## config.mk

```make
export PLATFORM = sky130hd
export DESIGN_NAME = branch_resolve_unit
export DESIGN_NICKNAME = d
export VERILOG_FILES = /design/src/rtl/branch_resolve_unit.sv
export SDC_FILE = /design/constraint.sdc
export NUM_CORES = 1
export LEC_CHECK = 0
export ABC_AREA = 0
export CORE_ASPECT_RATIO = 0.6
export CORE_MARGIN = 4
export CORE_UTILIZATION = 49
export DETAILED_ROUTE_END_ITERATION = 8
export PLACE_DENSITY = 0.83
export SETUP_SLACK_MARGIN = 0.4
export SYNTH_ARGS = -nofsm -noshare
export SYNTH_HDL_FRONTEND = slang
export SYNTH_SLANG_ARGS = --single-unit
```

## constraint.sdc

```tcl
create_clock -name clk -period 7.5 [get_ports clk]
set_input_delay 1.5 -clock clk [delete_from_list [all_inputs] [get_ports clk]]
set_output_delay 1.5 -clock clk [all_outputs]
set_load 0.1 [all_outputs]
```

## src/rtl/branch_resolve_unit.sv

```systemverilog
// EX-stage branch resolver: computes the actual control-flow outcome, redirects fetch
// on a mispredict and returns a registered predictor-training bundle.
// Optional macro BRU_PERF_CNT_EN adds saturating control-flow / mispredict counters.
module branch_resolve_unit #(
    parameter int unsigned PHT_IDX_WIDTH = 5
) (
    input  logic                     clk,
    input  logic                     reset,
    input  logic                     ex_valid,
    input  logic                     ex_advance,
    input  logic [6:0]               ex_opcode,
    input  logic [2:0]               ex_funct3,
    input  logic [31:0]              ex_pc,
    input  logic [31:0]              ex_rs1_data,
    input  logic [31:0]              ex_rs2_data,
    input  logic [31:0]              ex_imm,
    input  logic [31:0]              ex_predicted_pc,
    input  logic [PHT_IDX_WIDTH-1:0] ex_pht_idx,
    input  logic                     redirect_ready,
    output logic                     redirect_valid,
    output logic [31:0]              redirect_pc,
    output logic                     flush,
    output logic [31:0]              link_data,
    output logic                     upd_valid,
    output logic                     upd_is_branch,
    output logic [31:0]              upd_pc,
    output logic [PHT_IDX_WIDTH-1:0] upd_pht_idx,
    output logic                     upd_taken,
    output logic [31:0]              upd_target,
    output logic                     upd_mispredict
`ifdef BRU_PERF_CNT_EN
    ,
    output logic [31:0]              perf_cf_count,
    output logic [31:0]              perf_mispredict_count
`endif
);

    localparam logic [6:0] OPC_BRANCH = 7'b1100011;
    localparam logic [6:0] OPC_JAL    = 7'b1101111;
    localparam logic [6:0] OPC_JALR   = 7'b1100111;

    typedef enum logic {
        S_IDLE,
        S_WAIT
    } state_e;

    state_e                   state_q;
    logic [31:0]              pending_q;
    logic                     upd_valid_q;
    logic                     upd_is_branch_q;
    logic [31:0]              upd_pc_q;
    logic [PHT_IDX_WIDTH-1:0] upd_pht_idx_q;
    logic                     upd_taken_q;
    logic [31:0]              upd_target_q;
    logic                     upd_mispredict_q;

    logic        is_branch;
    logic        is_jal;
    logic        is_jalr;
    logic        is_cf;
    logic        fire;
    logic        br_taken;
    logic        taken;
    logic [31:0] pc_plus4;
    logic [31:0] target;
    logic [31:0] actual_next;
    logic        mispredict;

    assign is_branch = (ex_opcode == OPC_BRANCH);
    assign is_jal    = (ex_opcode == OPC_JAL);
    assign is_jalr   = (ex_opcode == OPC_JALR);
    assign is_cf     = is_branch || is_jal || is_jalr;
    assign fire      = ex_valid && ex_advance && (state_q == S_IDLE);

    // Branch condition decode; funct3 010/011 are not valid branches and never take.
    always_comb begin
        br_taken = 1'b0;
        case (ex_funct3)
            3'b000:  br_taken = (ex_rs1_data == ex_rs2_data);
            3'b001:  br_taken = (ex_rs1_data != ex_rs2_data);
            3'b100:  br_taken = ($signed(ex_rs1_data) <  $signed(ex_rs2_data));
            3'b101:  br_taken = ($signed(ex_rs1_data) >= $signed(ex_rs2_data));
            3'b110:  br_taken = (ex_rs1_data <  ex_rs2_data);
            3'b111:  br_taken = (ex_rs1_data >= ex_rs2_data);
            default: br_taken = 1'b0;
        endcase
    end

    assign taken       = is_jal || is_jalr || (is_branch && br_taken);
    assign pc_plus4    = ex_pc + 32'd4;
    assign target      = is_jalr ? ((ex_rs1_data + ex_imm) & 32'hFFFF_FFFE)
                                 : (ex_pc + ex_imm);
    assign actual_next = taken ? target : pc_plus4;
    // Non-cf instructions can mispredict too when the BTB aliases them.
    assign mispredict  = (actual_next != ex_predicted_pc);

    assign link_data      = pc_plus4;
    assign redirect_valid = !reset && ((state_q == S_WAIT) || (fire && mispredict));
    assign flush          = redirect_valid;

    always_comb begin
        redirect_pc = 32'd0;
        if (!reset) begin
            if (state_q == S_WAIT) begin
                redirect_pc = pending_q;
            end else if (fire && mispredict) begin
                redirect_pc = actual_next;
            end
        end
    end

    // Redirect handshake FSM and predictor update bundle.
    always_ff @(posedge clk) begin
        if (reset) begin
            state_q          <= S_IDLE;
            pending_q        <= 32'd0;
            upd_valid_q      <= 1'b0;
            upd_is_branch_q  <= 1'b0;
            upd_pc_q         <= 32'd0;
            upd_pht_idx_q    <= '0;
            upd_taken_q      <= 1'b0;
            upd_target_q     <= 32'd0;
            upd_mispredict_q <= 1'b0;
        end else begin
            case (state_q)
                S_IDLE: begin
                    if (fire && mispredict && !redirect_ready) begin
                        state_q   <= S_WAIT;
                        pending_q <= actual_next;
                    end
                end
                S_WAIT: begin
                    if (redirect_ready) begin
                        state_q <= S_IDLE;
                    end
                end
                default: state_q <= S_IDLE;
            endcase

            upd_valid_q <= fire && is_cf;
            if (fire && is_cf) begin
                upd_is_branch_q  <= is_branch;
                upd_pc_q         <= ex_pc;
                upd_pht_idx_q    <= ex_pht_idx;
                upd_taken_q      <= taken;
                upd_target_q     <= target;
                upd_mispredict_q <= mispredict;
            end
        end
    end

    assign upd_valid      = upd_valid_q;
    assign upd_is_branch  = upd_is_branch_q;
    assign upd_pc         = upd_pc_q;
    assign upd_pht_idx    = upd_pht_idx_q;
    assign upd_taken      = upd_taken_q;
    assign upd_target     = upd_target_q;
    assign upd_mispredict = upd_mispredict_q;

`ifdef BRU_PERF_CNT_EN
    logic [31:0] cf_cnt_q;
    logic [31:0] cf_cnt_d;
    logic [31:0] mp_cnt_q;
    logic [31:0] mp_cnt_d;

    // Saturating event counters.
    always_comb begin
        cf_cnt_d = cf_cnt_q;
        mp_cnt_d = mp_cnt_q;
        if (fire && is_cf && (cf_cnt_q != 32'hFFFF_FFFF)) begin
            cf_cnt_d = cf_cnt_q + 32'd1;
        end
        if (fire && mispredict && (mp_cnt_q != 32'hFFFF_FFFF)) begin
            mp_cnt_d = mp_cnt_q + 32'd1;
        end
    end

    always_ff @(posedge clk) begin
        if (reset) begin
            cf_cnt_q <= 32'd0;
            mp_cnt_q <= 32'd0;
        end else begin
            cf_cnt_q <= cf_cnt_d;
            mp_cnt_q <= mp_cnt_d;
        end
    end

    assign perf_cf_count         = cf_cnt_q;
    assign perf_mispredict_count = mp_cnt_q;
`endif

endmodule

```

Yosys cells after proc, flatten, opt, wreduce, memory -nomap -nowiden
Index checks and enable logic that the tools add are counted.
{"block": "op_classes", "n_addsub": 3, "magnitude_cmp": 4, "n_eq_ne": 11, "n_mux": 9, "bitwise": 1, "reduce_logical": 16}
{"operator": "32-bit two-way mux", "count": 5}
{"operator": "32-bit adder", "count": 2}
{"operator": "32-bit >= comparator", "count": 2}
{"operator": "32-bit < comparator", "count": 2}
{"operator": "32-bit != test", "count": 2}
{"operator": "32-bit by 3-bit adder with 32-bit output, second input constant", "count": 1}
{"operator": "32-bit == test", "count": 1}
{"operator": "7-bit == test, second input constant", "count": 3}
{"operator": "3-bit == test, second input constant", "count": 4}
{"operator": "1-bit logical AND", "count": 7}
{"operator": "1-bit case mux with 6 select lines", "count": 1}
{"operator": "1-bit logical OR", "count": 5}
{"operator": "3-bit by 1-bit == test with 1-bit output, second input constant", "count": 1}
{"operator": "3-bit logical NOT", "count": 1}
{"operator": "1-bit logical NOT", "count": 2}
{"operator": "1-bit two-way mux", "count": 2}
{"operator": "1-bit case mux with 2 select lines", "count": 1}
{"operator": "2-bit AND reduction", "count": 1}
{"operator": "1-bit inverter", "count": 1}
{"block": "word_totals", "regBits": 106, "inputBits": 180, "wordCells": 53}

Depth between registers and ports, before layout
{"block": "logic_depth", "ltp_word": 10, "ltp_mapped": 21}

Worst setup path after synthesis
OpenSTA, ideal clock, no wires.
{"block": "synth_path", "path_type": "in2out", "start": "input ex_pc[6]", "end": "output redirect_pc[11]", "t_arrival_ns": 7.287, "t_required_ns": 6.000, "path_slack_ns": -1.287, "cell_stages": 15, "n_path_buf": 1, "path_cell_list": "and3_1 and4_1 nand2_1 nor2_1 nand2_1 xnor2_1 a21oi_1 a21oi_1 xor2_1 a311o_1 nor4_2 o2111ai_2 nand2_1 buf_2 o21ai_0"}
{"block": "synth_between", "word_cells_on_any_way": 9, "classes_between": "add/sub: 2; eq/ne: 1; mux: 5; reduce/logical: 1"}
{"item": "start, declared", "line": "13", "source": "input logic [31:0] ex_pc,"}
{"item": "32-bit by 3-bit adder with 32-bit output", "line": "90", "source": "assign pc_plus4 = ex_pc + 32'd4;"}
{"item": "named net link_data[25]", "line": "23", "source": "output logic [31:0] link_data,"}
{"item": "32-bit two-way mux", "line": "93", "source": "assign actual_next = taken ? target : pc_plus4;"}
{"item": "32-bit != test", "line": "95", "source": "assign mispredict = (actual_next != ex_predicted_pc);"}
{"item": "1-bit logical AND", "line": "106", "source": "end else if (fire && mispredict) begin"}
{"item": "32-bit two-way mux", "line": "106"}
{"item": "32-bit two-way mux", "line": "104", "source": "if (state_q == S_WAIT) begin"}
{"item": "32-bit two-way mux", "line": "103", "source": "if (!reset) begin"}
{"item": "end, declared", "line": "21", "source": "output logic [31:0] redirect_pc,"}
The timed path passes the listed nets, and every way through them passes these cells.

Worst setup path in the final report
{"block": "layout_path", "start": "input ex_opcode[2]", "end": "output flush"}
{"block": "layout_between", "elab_chain_len": 8, "word_cells_on_any_way": 12, "classes_between": "eq/ne: 4; mux: 2; reduce/logical: 6"}
{"item": "start, declared", "line": "11", "source": "input logic [6:0] ex_opcode,"}
{"item": "7-bit == test (on tied branches)", "line": "70, 69, 71"}
{"item": "1-bit logical OR or 1-bit logical AND (tied branches)", "line": "89", "source": "assign taken = is_jal || is_jalr || (is_branch && br_taken);"}
{"item": "1-bit logical OR", "line": "89"}
{"item": "32-bit two-way mux (*)", "line": "93"}
{"item": "32-bit != test (*)", "line": "95"}
{"item": "1-bit logical AND (*)", "line": "98", "source": "assign redirect_valid = !reset && ((state_q == S_WAIT) || (fire && mispredict));"}
{"item": "1-bit logical OR (*)", "line": "98"}
{"item": "1-bit logical AND (*)", "line": "98"}
{"item": "end, declared", "line": "22", "source": "output logic flush,"}
Every way passes the cells marked *; elsewhere a longest branch is shown, timed or not.

==> impl_metrics.json <==
{
  "status": "complete, no violations",
  "netlist.area_leader.share_pct": 20.3,
  "drt_iter0_markers": 1790,
  "postCtsHoldBufs": 0,
  "crit_start": "ex_opcode[2]",
  "die_x_um": 197,
  "fin_hold_ws_ns": 0.460,
  "grt_pass1_wl_mm": 76.1,
  "period_minus_slack_ns": 7.47,
  "cp_num_cells": 17,
  "cts_tree": "built",
  "rows": 41,
  "cp_max_fo": 23,
  "gp_congestion": 0.974,
  "skew_ns": 0.00977,
  "critPathMaxStageDelay_ns": 0.62,
  "synth-edff-count": 0,
  "avgSynthCellArea_um2": 7.39,
  "dr.pass1.iters": 8,
  "critPathBufInv": 7,
  "slew-limit-headroom_pct": 27.4,
  "path_common_cell": "buf_12",
  "worstSetupPathType": "in2out",
  "final_core_util_pct": 85.5,
  "worstPathRequired_ns": 6.00,
  "io_buffers": 318,
  "power-per-cell-area_mw_per_mm2": 126,
  "critPathCaptureType": "output pin",
  "p_leak_nw": 7.63,
  "grt_overflow": 0,
  "worstHoldStart": "upd_pc[17]",
  "yosysSeqAreaShare_pct": 20.3,
  "final_cell_area_mm2": 0.0180,
  "grt_usage_pct": 40.3,
  "cpLargestDelayFamily": "buffers and inverters",
  "setup_viol": 0,
  "drv_slew": 0,
  "final.period_utilization_pct": 99.6,
  "drc_errors": 0,
  "tightest_slew_ns": 1.09,
  "finalHoldViolCount": 0,
  "cts.sinks": 106,
  "ys_types": 85,
  "mappedNetlistArea_mm2": 0.0105,
  "critPathLaunchType": "input pin",
  "wire_per_inst_um": 22.6,
  "clock_path_buffers": 2,
  "crit_chain": "clkdlybuf4s50_1 -> inv_1 -> or4b_4 -> nor2_4 -> buf_4 -> buf_12 -> o21ai_0 -> xor2_1 -> a41oi_1 -> o31ai_2 -> nand4_1 -> nor4_4 -> o2111ai_4 -> buf_6 -> a21oi_4 -> clkinvlp_4 -> buf_12",
  "hp-class": "reg2reg",
  "fin_cells": 2285,
  "cts_root_buffer": "clkbuf_16",
  "path_clk_slew_ns": 0.07,
  "vias": 14200,
  "max_freq_mhz": 134,
  "avgViaCountPerCell": 6.20,
  "yosys_warnings": 0,
  "dpl.hpwl_mm": 38.6,
  "dieArea_mm2": 0.0239,
  "core_area_mm2": 0.0210,
  "nets": 2276,
  "drive_gt1_share_pct": 33.8,
  "p_total_mw": 2.26,
  "antenna_left": 0,
  "placed_area_mm2": 0.0167,
  "fillerInstances": 1247,
  "synthArstFlopShare_pct": 0,
  "synth_area_leaders": "dfxtp_1, ha_1, a21oi_1",
  "final_cell_mix": "buf_4, nand2_1, clkdlybuf4s50_1, a21oi_1, nor2_1",
  "wl_mm": 51.7,
  "ios": 319,
  "pre_cts_ws_ns": -0.630,
  "initial_core_util_pct": 49.8,
  "die_h_um": 121,
  "rsz0062_at_grt": "true",
  "grt_max_degree": 89,
  "holdPathStages": 2,
  "slowest_stage": "or4b_4",
  "syn_nets": 1694,
  "yosysTopAreaCell": "dfxtp_1",
  "cts_buffers": 9,
  "clk_latency_ns": 0.37,
  "grt_pass1_vias": 13900,
  "tns_ns": 0,
  "r2r_start": "state_q",
  "htreeDepth": 3,
  "synthFlopType": "dfxtp_1",
  "worstRegToRegCells": 6,
  "synth_cells": 1418,
  "drv_cap": 0,
  "dp.cells": 2223,
  "peakVddDrop_mv": 0.134,
  "mostFrequentLayoutCell": "buf_4",
  "arrival_ns": 5.97,
  "synth-seq-cells": 106,
  "grt_antenna_before_repair": 2,
  "syn_to_final_growth_pct": 71.7,
  "worst_slack_ns": 0.0307
}
tightest hold or removal path, stage by stage, from the launching register on:
cell and delay, ns:
dfxtp_1 0.31, nand2_1 0.05, a21oi_1 0.05
Yosys cell counts (6+ instances only):
library cell  number
a211o_1            6
mux2_1            13
ha_1              94
a22o_1            11
nand4_1           26
nor2_1           111
nor3_1            22
nand2b_1           8
a31oi_1           12
o211ai_1          14
inv_1             67
a311oi_1           6
nor2b_1           24
xor2_1            50
dfxtp_1          106
o21ai_0           80
nand2_1          203
and4_1             8
clkbuf_1          50
a21oi_1          160
o21a_1             8
mux2i_1           26
and3_1            16
buf_2              8
a211oi_1          32
a21boi_0           6
a221oi_1           7
nand3_1           32
xnor2_1           61
a21o_1            27
and2_1            11
mux2_2             7
power by group:
part / total [mW] / switching (mW) / internal [mW]
combinational: 1.20 / 0.671 / 0.525
clock: 0.488 / 0.231 / 0.257
sequential: 0.576 / 0.00546 / 0.571
total: 2.26 / 0.907 / 1.35
sequential cells by signal, summed over array words and instances, names as in the netlist:
signal,flops
upd_pc,32
upd_is_branch,1
upd_mispredict,1
pending_q,32
upd_valid,1
state_q,1
upd_target,32
upd_taken,1
upd_pht_idx,5
logic make-up (layout without fill, tap and decap cells):
| group | count (synthesis) | count (layout) | share of synthesized area [%] |
|---|---|---|---|
| flip-flops | 106 | 106 | 20.3 |
| adder cells (fa/ha/maj) | 96 | 96 | 11.6 |
| other | 0 | 2 | 0 |
| XOR/XNOR | 111 | 111 | 9.28 |
| AND/OR/NAND/NOR | 490 | 490 | 21.7 |
| buffers and inverters | 137 | 723 | 5.54 |
| AO/OA/AOI/OAI | 428 | 428 | 26.3 |
| multiplexers | 50 | 50 | 5.35 |
metal layers:
| metal | up-vias | GRT usage, % | wire [um] |
|---|---|---|---|
| li1 | 6272 | - | - |
| met1 | 6617 | 53.6 | 20600 |
| met2 | 1069 | 62.7 | 22300 |
| met3 | 214 | 10.7 | 6410 |
| met4 | 0 | 15.7 | 2440 |
| met5 | - | 0 | 0 |
final timing paths:
| path | endpoint | slack, ns |
|---|---|---|
| worst min register to register | upd_pc[17] | 0.46 |
| worst min-delay path | upd_pc[17] | 0.46 |
| worst max-delay path | flush | 0.03 |
| worst max register to register | upd_pc[12] | 4.77 |
layout make-up:
cell class	count	area, um^2	area share [%]
Inverter	67	303	1.68
Multi-Input combinational cell	1175	9100	50.6
Clock inverter	5	56.3	0.313
Clock buffer	10	229	1.27
Antenna cell	2	5.00	0.0278
Sequential cell	106	2120	11.8
Tap cell	279	349	1.94
Timing Repair Buffer	641	5830	32.4
what timing repair did:
action | in CTS | in global routing
setup endpoints to repair | 34 | 34
cloned | 0 | 1
pin swaps | 64 | 55
setup buffers | 33 | 11
resized for setup | 356 | 135
Power figures use the tool's default switching activity.
